## src/rtl/alu_issue_ctrl.sv

```systemverilog
// Single-issue controller between an instruction stream and a handshaked ALU.
// Owns an 8x16 register file and steers ALU results to writeback, address or branch strobes.
module alu_issue_ctrl #(
    parameter int TIMEOUT = 15
) (
    input  logic        clk,
    input  logic        rst_n,
    input  logic        instr_valid,
    input  logic [15:0] instr,
    output logic        instr_ready,
    output logic        aluMode,
    output logic [2:0]  op,
    output logic [15:0] rd1,
    output logic [15:0] rd2,
    output logic [5:0]  offset,
    output logic        execute,
    input  logic [15:0] result,
    input  logic        executeComplete,
    input  logic        branchExecute,
    output logic        resetALU,
    output logic        addr_valid,
    output logic [15:0] addr,
    output logic        br_taken,
    output logic        br_not_taken,
    output logic        illegal,
    output logic        timeout_err
);

    typedef enum logic [2:0] {IDLE, DECODE, ISSUE, WAIT, RELEASE, DRAIN} state_t;

    localparam int CW = $clog2(TIMEOUT + 2);
    localparam logic [CW-1:0] TMAX = CW'(TIMEOUT);

    state_t         state;
    logic [15:0]    regs [8];
    logic [2:0]     rd_idx;
    logic [CW-1:0]  wait_cnt;

    // The ALU must have dropped both done flags before a new instruction may be taken.
    assign instr_ready = rst_n && (state == IDLE) && !executeComplete && !branchExecute;

    // NOTE: all state here uses non-blocking assignments so every register samples
    // pre-edge values; blocking assignments would make results depend on statement order.
    always_ff @(posedge clk or negedge rst_n) begin
        if (!rst_n) begin
            state        <= IDLE;
            // NOTE: the register file is small and must read zero after reset, so it is
            // built from resettable flops rather than an inferred RAM.
            for (int i = 0; i < 8; i++) regs[i] <= '0;
            aluMode      <= 1'b0;
            op           <= '0;
            rd1          <= '0;
            rd2          <= '0;
            offset       <= '0;
            rd_idx       <= '0;
            wait_cnt     <= '0;
            execute      <= 1'b0;
            resetALU     <= 1'b0;
            addr_valid   <= 1'b0;
            addr         <= '0;
            br_taken     <= 1'b0;
            br_not_taken <= 1'b0;
            illegal      <= 1'b0;
            timeout_err  <= 1'b0;
        end else begin
            execute      <= 1'b0;
            resetALU     <= 1'b0;
            addr_valid   <= 1'b0;
            br_taken     <= 1'b0;
            br_not_taken <= 1'b0;
            illegal      <= 1'b0;

            case (state)
                IDLE: begin
                    // Operands are captured on accept so they are already stable
                    // during DECODE, a full cycle before execute rises in ISSUE.
                    if (instr_valid && instr_ready) begin
                        aluMode <= instr[15];
                        op      <= instr[14:12];
                        rd1     <= regs[instr[11:9]];
                        rd2     <= regs[instr[8:6]];
                        rd_idx  <= instr[5:3];
                        offset  <= instr[5:0];
                        state   <= DECODE;
                    end
                end

                DECODE: begin
                    if (!aluMode && op >= 3'd3) begin
                        illegal <= 1'b1;
                        state   <= IDLE;
                    end else begin
                        execute  <= 1'b1;
                        wait_cnt <= '0;
                        state    <= ISSUE;
                    end
                end

                ISSUE: state <= WAIT;

                WAIT: begin
                    if (executeComplete || branchExecute) begin
                        resetALU <= 1'b1;
                        state    <= RELEASE;
                        if (aluMode) begin
                            if (rd_idx != 3'd0) regs[rd_idx] <= result;
                        end else if (op == 3'd0) begin
                            addr_valid <= 1'b1;
                            addr       <= result;
                        end else if (branchExecute) begin
                            br_taken <= 1'b1;
                        end else begin
                            br_not_taken <= 1'b1;
                        end
                    end else if (wait_cnt == TMAX) begin
                        timeout_err <= 1'b1;
                        resetALU    <= 1'b1;
                        state       <= DRAIN;
                    end else begin
                        wait_cnt <= wait_cnt + 1'b1;
                    end
                end

                RELEASE: state <= DRAIN;

                DRAIN: begin
                    if (!executeComplete && !branchExecute) state <= IDLE;
                end

                default: state <= IDLE;
            endcase
        end
    end

endmodule

```

## config.mk

```make
export PLATFORM = sky130hd
export DESIGN_NAME = alu_issue_ctrl
export DESIGN_NICKNAME = d
export VERILOG_FILES = /design/src/rtl/alu_issue_ctrl.sv
export SDC_FILE = /design/constraint.sdc
export NUM_CORES = 1
export LEC_CHECK = 0
export ABC_AREA = 1
export CORE_MARGIN = 3
export CORE_UTILIZATION = 50
export CTS_BUF_LIST = sky130_fd_sc_hd__clkbuf_16
export CTS_CLUSTER_SIZE = 14
export DETAILED_ROUTE_END_ITERATION = 8
export PLACE_DENSITY = 0.71
export SETUP_SLACK_MARGIN = 0.15
export SLEW_MARGIN = 25
export SYNTH_ARGS = -nofsm -noshare
export SYNTH_HDL_FRONTEND = slang
export SYNTH_SLANG_ARGS = --single-unit
```

## constraint.sdc

```tcl
create_clock -name clk -period 1.9 [get_ports clk]
set_clock_uncertainty 0.05 [all_clocks]
set_input_delay 0.285 -clock clk [delete_from_list [all_inputs] [get_ports clk]]
set_output_delay 0.285 -clock clk [all_outputs]
set_load 0.05 [all_outputs]
```

==> impl_results.md, run 1 <==
- Top-area cell type share of the netlist area: 48.9%
- Max stage delay on crit path: 0.54 ns
- TNS Setup: 0 ns
- Post-synthesis register bit count: 201
- Congestion Overflow GR: 0
- Worst-Margin Slew: 0.663 ns
- Die ar.: 22,400 sq um
- Tmin final: 1.76 ns
- Num CTS Buffers: 22
- GPL Wtd Cong: 0.894
- Core Footprint: 19,800 sq um
- Sequential Power Share: 37.0%
- Final hold violation count: 0
- Buf/Inv on CP: 5
- Clock transition at path regs: 0.06 ns
- First-pass GRT wire length: 51.5 mm
- Combinational power share: 40.1%
- Most frequent cells in the layout: nand2_1, nand3_1, dfrtp_1, inv_1, buf_4
- Die Y: 150 um
- Most area-hungry cell type in the Yosys netlist: dfrtp_1
- Final Max Slew Viols: 0
- Final period util: 92.4%
- Clock share of power: 22.9%
- Syn_nets: 1,475
- Slowest CP cell: dlygate4sd3_1
- Arr. time, crit path: 1.42 ns
- TritonRoute pass-1 iters: 5
- Avg WL per Cell: 18.2 um
- Filler cell count: 1,790
- Max Fanout on Critical Path: 4
- Clk Latency, worst-skew pair: 0.50 ns
- Clk sink count: 201
- Netlist cell types: 24
- Htree depth: 1
- Row cnt: 51
- Hold WC Path Type: in2reg
- Status: finished, final reports clean
- DRT iter0 DRCs: 1,237
- Total GRT Usage: 29.2%
- Cell count after synthesis: 1,436
- PortBufs: 102
- Antenna cells: 0
- Final WL: 32.7 mm
- Switching share of power: 42.4%
- Synth Area per Inst: 7.17 sq um
- Vias: 9,830
- Antenna Nets Post-Route: 0
- Synth area leaders: dfrtp_1, nand2_1, nand3_1
- CP endpoint kind: output pin
- Starting Density: 51.9%
- Most common cell after layout, fill and taps aside: nand2_1
- Clk root buf: clkbuf_16
- IO Pins: 103
- Share of cells above drive strength 1: 10.6%
- DR vias/cell: 5.46
- Nets@finish: 1,562
- Post-synth ARST share: 100%
- Static leakage: 0.00674 uW
- Number of synthesized flops with an enable pin: 0
- CTS tree: done
- Cell Area, Synth: 10,300 sq um
- Top Family by Delay on Critical Path: buffers and inverters
- Syn-to-layout area delta: 21.7%
- Worst slew margin: 55.8%
- # DRC: 0
- Vias in the first global route: 9,232
- Prevailing post-synth register cell: dfrtp_1
- Die Wd: 150 um
- HPWL after DPL: 21.4 mm
- Psw: 7670 uW
- Initial antenna violation count: 1
- Max clock buf depth: 3
- CP Cell Sequence: dlygate4sd3_1 > clkbuf_8 > inv_1 > nor2_2 > nand2_2 > inv_2 > buf_12
- Peak supply drop: 0.000700 V
- Syn. warnings: 0
- Setup violations, final: 0
- RSZ-0062 raised after global routing: yes
- WP data required: 1.56 ns
- Internal power: 10,400 uW
- Max-Cap Viols: 0
- Max Clk Rate: 570 MHz
- Critical Path Start Type: primary input
- Largest net degree at the start of global routing: 119
- Pwr/cell area: 1440 nW/um^2
- Total power: 18,100 uW
- Crit path kind: in2out
- Register area share after synthesis: 48.9%
flip-flops by register name, summed over array words and instances, names as in the netlist:
signal / flops
br_not_taken: 1
wait_cnt: 5
addr: 16
op: 3
state: 3
br_taken: 1
aluMode: 1
resetALU: 1
rd2: 16
execute: 1
offset: 6
timeout_err: 1
illegal: 1
rd1: 16
regs: 128
addr_valid: 1
cell families after synthesis:
logic type | Yosys count | share of synthesized area, %
and+or+nand+nor | 874 | 35.9
AOI/OAI and AO/OA | 89 | 4.35
DFF | 201 | 48.9
adders and majority gates | 2 | 0.243
buffers and inverters | 269 | 10.5
xor gates and xnor gates | 1 | 0.0851
through the flow:
stage	cells	hold slack (ns)	cell area (sq um)	util, %	setup WS (ns)
after floorplan	1436	-0.0606	10300	-	0.165
after global placement	1753	0.316	11700	59.0	-0.0924
after detailed placement	1754	0.316	11700	59.1	-0.118
after CTS	1797	0.275	12400	62.7	0.0913
after global routing	1802	0.302	12500	63.1	0.125
final	1802	0.290	12500	63.1	0.144
path summary, 6_finish.rpt:
check,depth (start not counted),to,startpoint,slack (ns)
worst max-delay path,7,instr_ready,rst_n,0.14
worst min-delay path,3,op[0]$_DFFE_PN0P_,instr[12],0.29
worst max register to register,9,rd1[8]$_DFFE_PN0P_,state[1]$_DFFE_PN0P_,0.22
worst min register to register,0,regs[125]$_DFFE_PN0P_,regs[125]$_DFFE_PN0P_,0.33
max in group asynchronous,4,regs[123]$_DFFE_PN0P_,rst_n,0.75
min in group asynchronous,3,illegal$_DFF_PN0_,rst_n,0.39
final cells by class:
| cell class | count | area [sq um] | share of cell area, % |
|---|---|---|---|
| clock buffer | 23 | 576 | 4.59 |
| clock inverter | 15 | 118 | 0.939 |
| inverter | 173 | 649 | 5.18 |
| multi-input combinational | 966 | 4240 | 33.8 |
| sequential | 201 | 5030 | 40.2 |
| tap | 265 | 332 | 2.65 |
| timing repair buffer | 159 | 1590 | 12.7 |
cell usage after synthesis (9+ instances only):
| cell | n |
|---|---|
| nand2_1 | 556 |
| inv_1 | 168 |
| nor2_1 | 17 |
| o21ai_0 | 24 |
| o21ai_1 | 64 |
| nand2_2 | 9 |
| nand3_1 | 280 |
| dfrtp_1 | 201 |
| clkbuf_1 | 63 |
| buf_2 | 20 |
timing repair:
action	4_1_cts	5_1_grt
setup endpoints to repair	36	36
pin swaps	2	6
hold buffers	1	0
cloned	0	1
endpoints found under the hold margin	161	0
buffers inserted	4	4
gates resized for setup	46	26
metal layers:
metal,vias to the layer above,share of wire [%],track usage [%]
met5,-,0.040,0
met4,2,3.1,10.1
met3,58,10,5.12
met2,536,43,43.4
met1,4599,43,43.2
li1,4635,-,-
tightest hold or removal path, stage by stage:
cell             delay [ns]
clkdlybuf4s50_1        0.39
nand2_1                0.07
nand2_1                0.05
power groups by stage:
stage / Combinational, uW / Sequential (uW) / Clock [uW]
CTS: 7150 / 6660 / 4190
global route: 7930 / 6850 / 4390
finish: 7250 / 6700 / 4130
global placement: 7080 / 6720 / 0
floorplan: 3000 / 8460 / 0
detailed placement: 7210 / 6740 / 0
No activity file was read; power rests on OpenSTA's default activity.
==> inputs of run 2 (changes only) <==
--- a/config.mk
+++ b/config.mk
@@ -13,6 +13,7 @@
 export DETAILED_ROUTE_END_ITERATION = 8
 export PLACE_DENSITY = 0.71
 export SETUP_SLACK_MARGIN = 0.15
+export SKIP_LAST_GASP = 1
 export SLEW_MARGIN = 25
 export SYNTH_ARGS = -nofsm -noshare
 export SYNTH_HDL_FRONTEND = slang
==> results of run 2 <==
No change in the layout: final DEF, timing and power equal those of run 1.
==> inputs of run 3 (changes only) <==
--- a/config.mk
+++ b/config.mk
@@ -9,10 +9,11 @@
 export CORE_MARGIN = 3
 export CORE_UTILIZATION = 50
 export CTS_BUF_LIST = sky130_fd_sc_hd__clkbuf_16
-export CTS_CLUSTER_SIZE = 14
+export CTS_CLUSTER_SIZE = 20
 export DETAILED_ROUTE_END_ITERATION = 8
 export PLACE_DENSITY = 0.71
 export SETUP_SLACK_MARGIN = 0.15
+export SKIP_CTS_REPAIR_TIMING = 1
 export SKIP_LAST_GASP = 1
 export SLEW_MARGIN = 25
 export SYNTH_ARGS = -nofsm -noshare
==> impl_results.md, run 3 (synthesis results as in run 1) <==
- Hold WC Path Type: in2reg
- CP most frequent cell: inv_2
- Antenna Nets Post-Route: 0 (unchanged)
- First-pass GRT wire length: 51.3 mm (-0.39%)
- HPWL after DPL: 21.4 mm (unchanged)
- Max Fanout on Critical Path: 5 (+1)
- Antenna cells: 0 (unchanged)
- Initial antenna violation count: 1 (unchanged)
- # DRC: 0 (unchanged)
- Final instance area: 12,600 sq um (+0.39%)
- IO Pins: 103 (unchanged)
- WP data required: 1.56 ns (about the same)
- Slowest CP cell: dfrtp_1
- Most common cell after layout, fill and taps aside: nand2_1
- Max-Cap Viols: 0 (unchanged)
- Setup violations, final: 0 (unchanged)
- GPL Wtd Cong: 0.894 (unchanged)
- Row cnt: 51 (unchanged)
- Peak supply drop: 0.000707 V (+1.0%)
- DRT iter0 DRCs: 1,188 (-4.0%)
- PortBufs: 102 (unchanged)
- TNS Setup: 0 ns (unchanged)
- Clk sink count: 201 (unchanged)
- CP Cell Sequence: inv_2 > nand2_4 > nor2_4 > nand2_2 > inv_2 > buf_12
- Max reg flops: 128 (unchanged)
- Most frequent cells in the layout: nand2_1, nand3_1, dfrtp_1, inv_1, o21ai_1
- Arr. time, crit path: 1.51 ns (+0.09 ns)
- Placed inst area: 11,700 sq um (unchanged)
- Total GRT Usage: 29.1% (-0.099 points)
- Clk root buf: clkbuf_16
- Max stage delay on crit path: 0.43 ns (-0.11 ns)
- Total power: 18,100 uW (+0.32%)
- RSZ-0062 raised after global routing: yes
- Avg WL per Cell: 18.0 um (-0.72%)
- Clock transition at path regs: 0.06 ns (about the same)
- CTS tree: done
- Largest net degree at the start of global routing: 119 (unchanged)
- Vias: 9,840 (+0.10%)
- Congestion Overflow GR: 0 (unchanged)
- Die Wd: 150 um (unchanged)
- Pwr/cell area: 1440 nW/um^2 (about the same)
- Tmin final: 1.84 ns (+0.0882 ns)
- TritonRoute pass-1 iters: 6 (+1)
- Nets@finish: 1,556 (-0.38%)
- Clk Latency, worst-skew pair: 0.50 ns (about the same)
- Max clock buf depth: 3 (unchanged)
- Final hold violation count: 0 (unchanged)
- Die Y: 150 um (unchanged)
- Max Clk Rate: 542 MHz (-4.8%)
- CP endpoint kind: output pin
- Worst-Margin Slew: 0.687 ns (+0.0248 ns)
- Critical Path Start Type: flip-flop
- Worst slew margin: 54.2% (-1.7 points)
- Final WL: 32.4 mm (-1.1%)
- Final period util: 97.1% (+4.6 points)
- Vias in the first global route: 9,195 (-0.40%)
- Share of cells above drive strength 1: 9.80% (-0.81 points)
- Filler cell count: 1,759 (-1.7%)
- Syn-to-layout area delta: 22.1%
- Core Footprint: 19,800 sq um (unchanged)
- Die ar.: 22,400 sq um (unchanged)
- Register name with the most flops: regs
- Layout Utilization: 63.4% (+0.25 points)
- Starting Density: 51.9% (unchanged)
- Crit path kind: reg2out
- Final Max Slew Viols: 0 (unchanged)
- DR vias/cell: 5.48 (+0.44%)
- Status: finished, final reports clean
- Num CTS Buffers: 22 (unchanged)
- Htree depth: 1 (unchanged)
- Static leakage: 0.00714 uW (+6.0%)
[run 3: cell types whose count changed in the layout (fill, tap and decap cells not counted), sizes merged]
cell | previous run | this run
clkbuf | 28 | 24
dlygate4sd2 | 20 | 0
clkdlybuf4s15 | 11 | 0
dlymetal6s2s | 0 | 34
buf | 89 | 84
[run 3: critical path, delay by kind of cell (launching register included)]
| family | cells | cell delay, ns |
|---|---|---|
| buffers and inverters | 3 | 0.32 |
| DFF | 1 | 0.43 |
| and+or+nand+nor | 3 | 0.28 |
[run 3: cell type report]
cell class | count | area [sq um] | area share, %
inverters | 173 | 649 | 5.16
clock inverters | 15 | 118 | 0.935
multi-input cells | 966 | 4230 | 33.6
flip-flops and latches | 201 | 5030 | 40.0
repair buffers | 153 | 1640 | 13.1
clock buffers | 23 | 576 | 4.58
well taps | 265 | 332 | 2.64
[run 3: final timing paths]
check | to | cells past startpoint | start | slack (ns)
worst max-delay path | instr_ready | 6 | state[0]$_DFFE_PN0P_ | 0.06
worst min-delay path | state[2]$_DFFE_PN0P_ | 5 | rst_n | 0.22
worst max register to register | rd1[7]$_DFFE_PN0P_ | 8 | state[0]$_DFFE_PN0P_ | 0.20
worst min register to register | regs[125]$_DFFE_PN0P_ | 0 | regs[125]$_DFFE_PN0P_ | 0.33
max in group asynchronous | rd2[1]$_DFFE_PN0P_ | 4 | rst_n | 0.66
min in group asynchronous | illegal$_DFF_PN0_ | 3 | rst_n | 0.44
[run 3: routing by layer]
metal | GRT usage (%) | share of wire, % | vias to the layer above
li1 | - | - | 4629
met2 | 43.0 | 43 | 498
met5 | 0 | 0.040 | -
met3 | 5.18 | 9.9 | 61
met4 | 10.0 | 3.2 | 2
met1 | 43.3 | 44 | 4650
[run 3: per-stage QoR]
stage	setup slack (ns)	hold WS (ns)	cells
after floorplan	0.165	-0.0606	1436
after global placement	-0.0924	0.316	1753
after detailed placement	-0.118	0.316	1754
after CTS	-0.190	-0.121	1792
after global routing	0.00411	0.245	1796
final	0.0559	0.223	1796
[run 3: report_power, final]
| group | total, uW | leakage (uW) | switching, uW | internal (uW) |
|---|---|---|---|---|
| combinational | 7310 | 0.00410 | 4990 | 2320 |
| sequential | 6700 | 0.00268 | 957 | 5740 |
| clock | 4130 | 0.000355 | 1690 | 2440 |
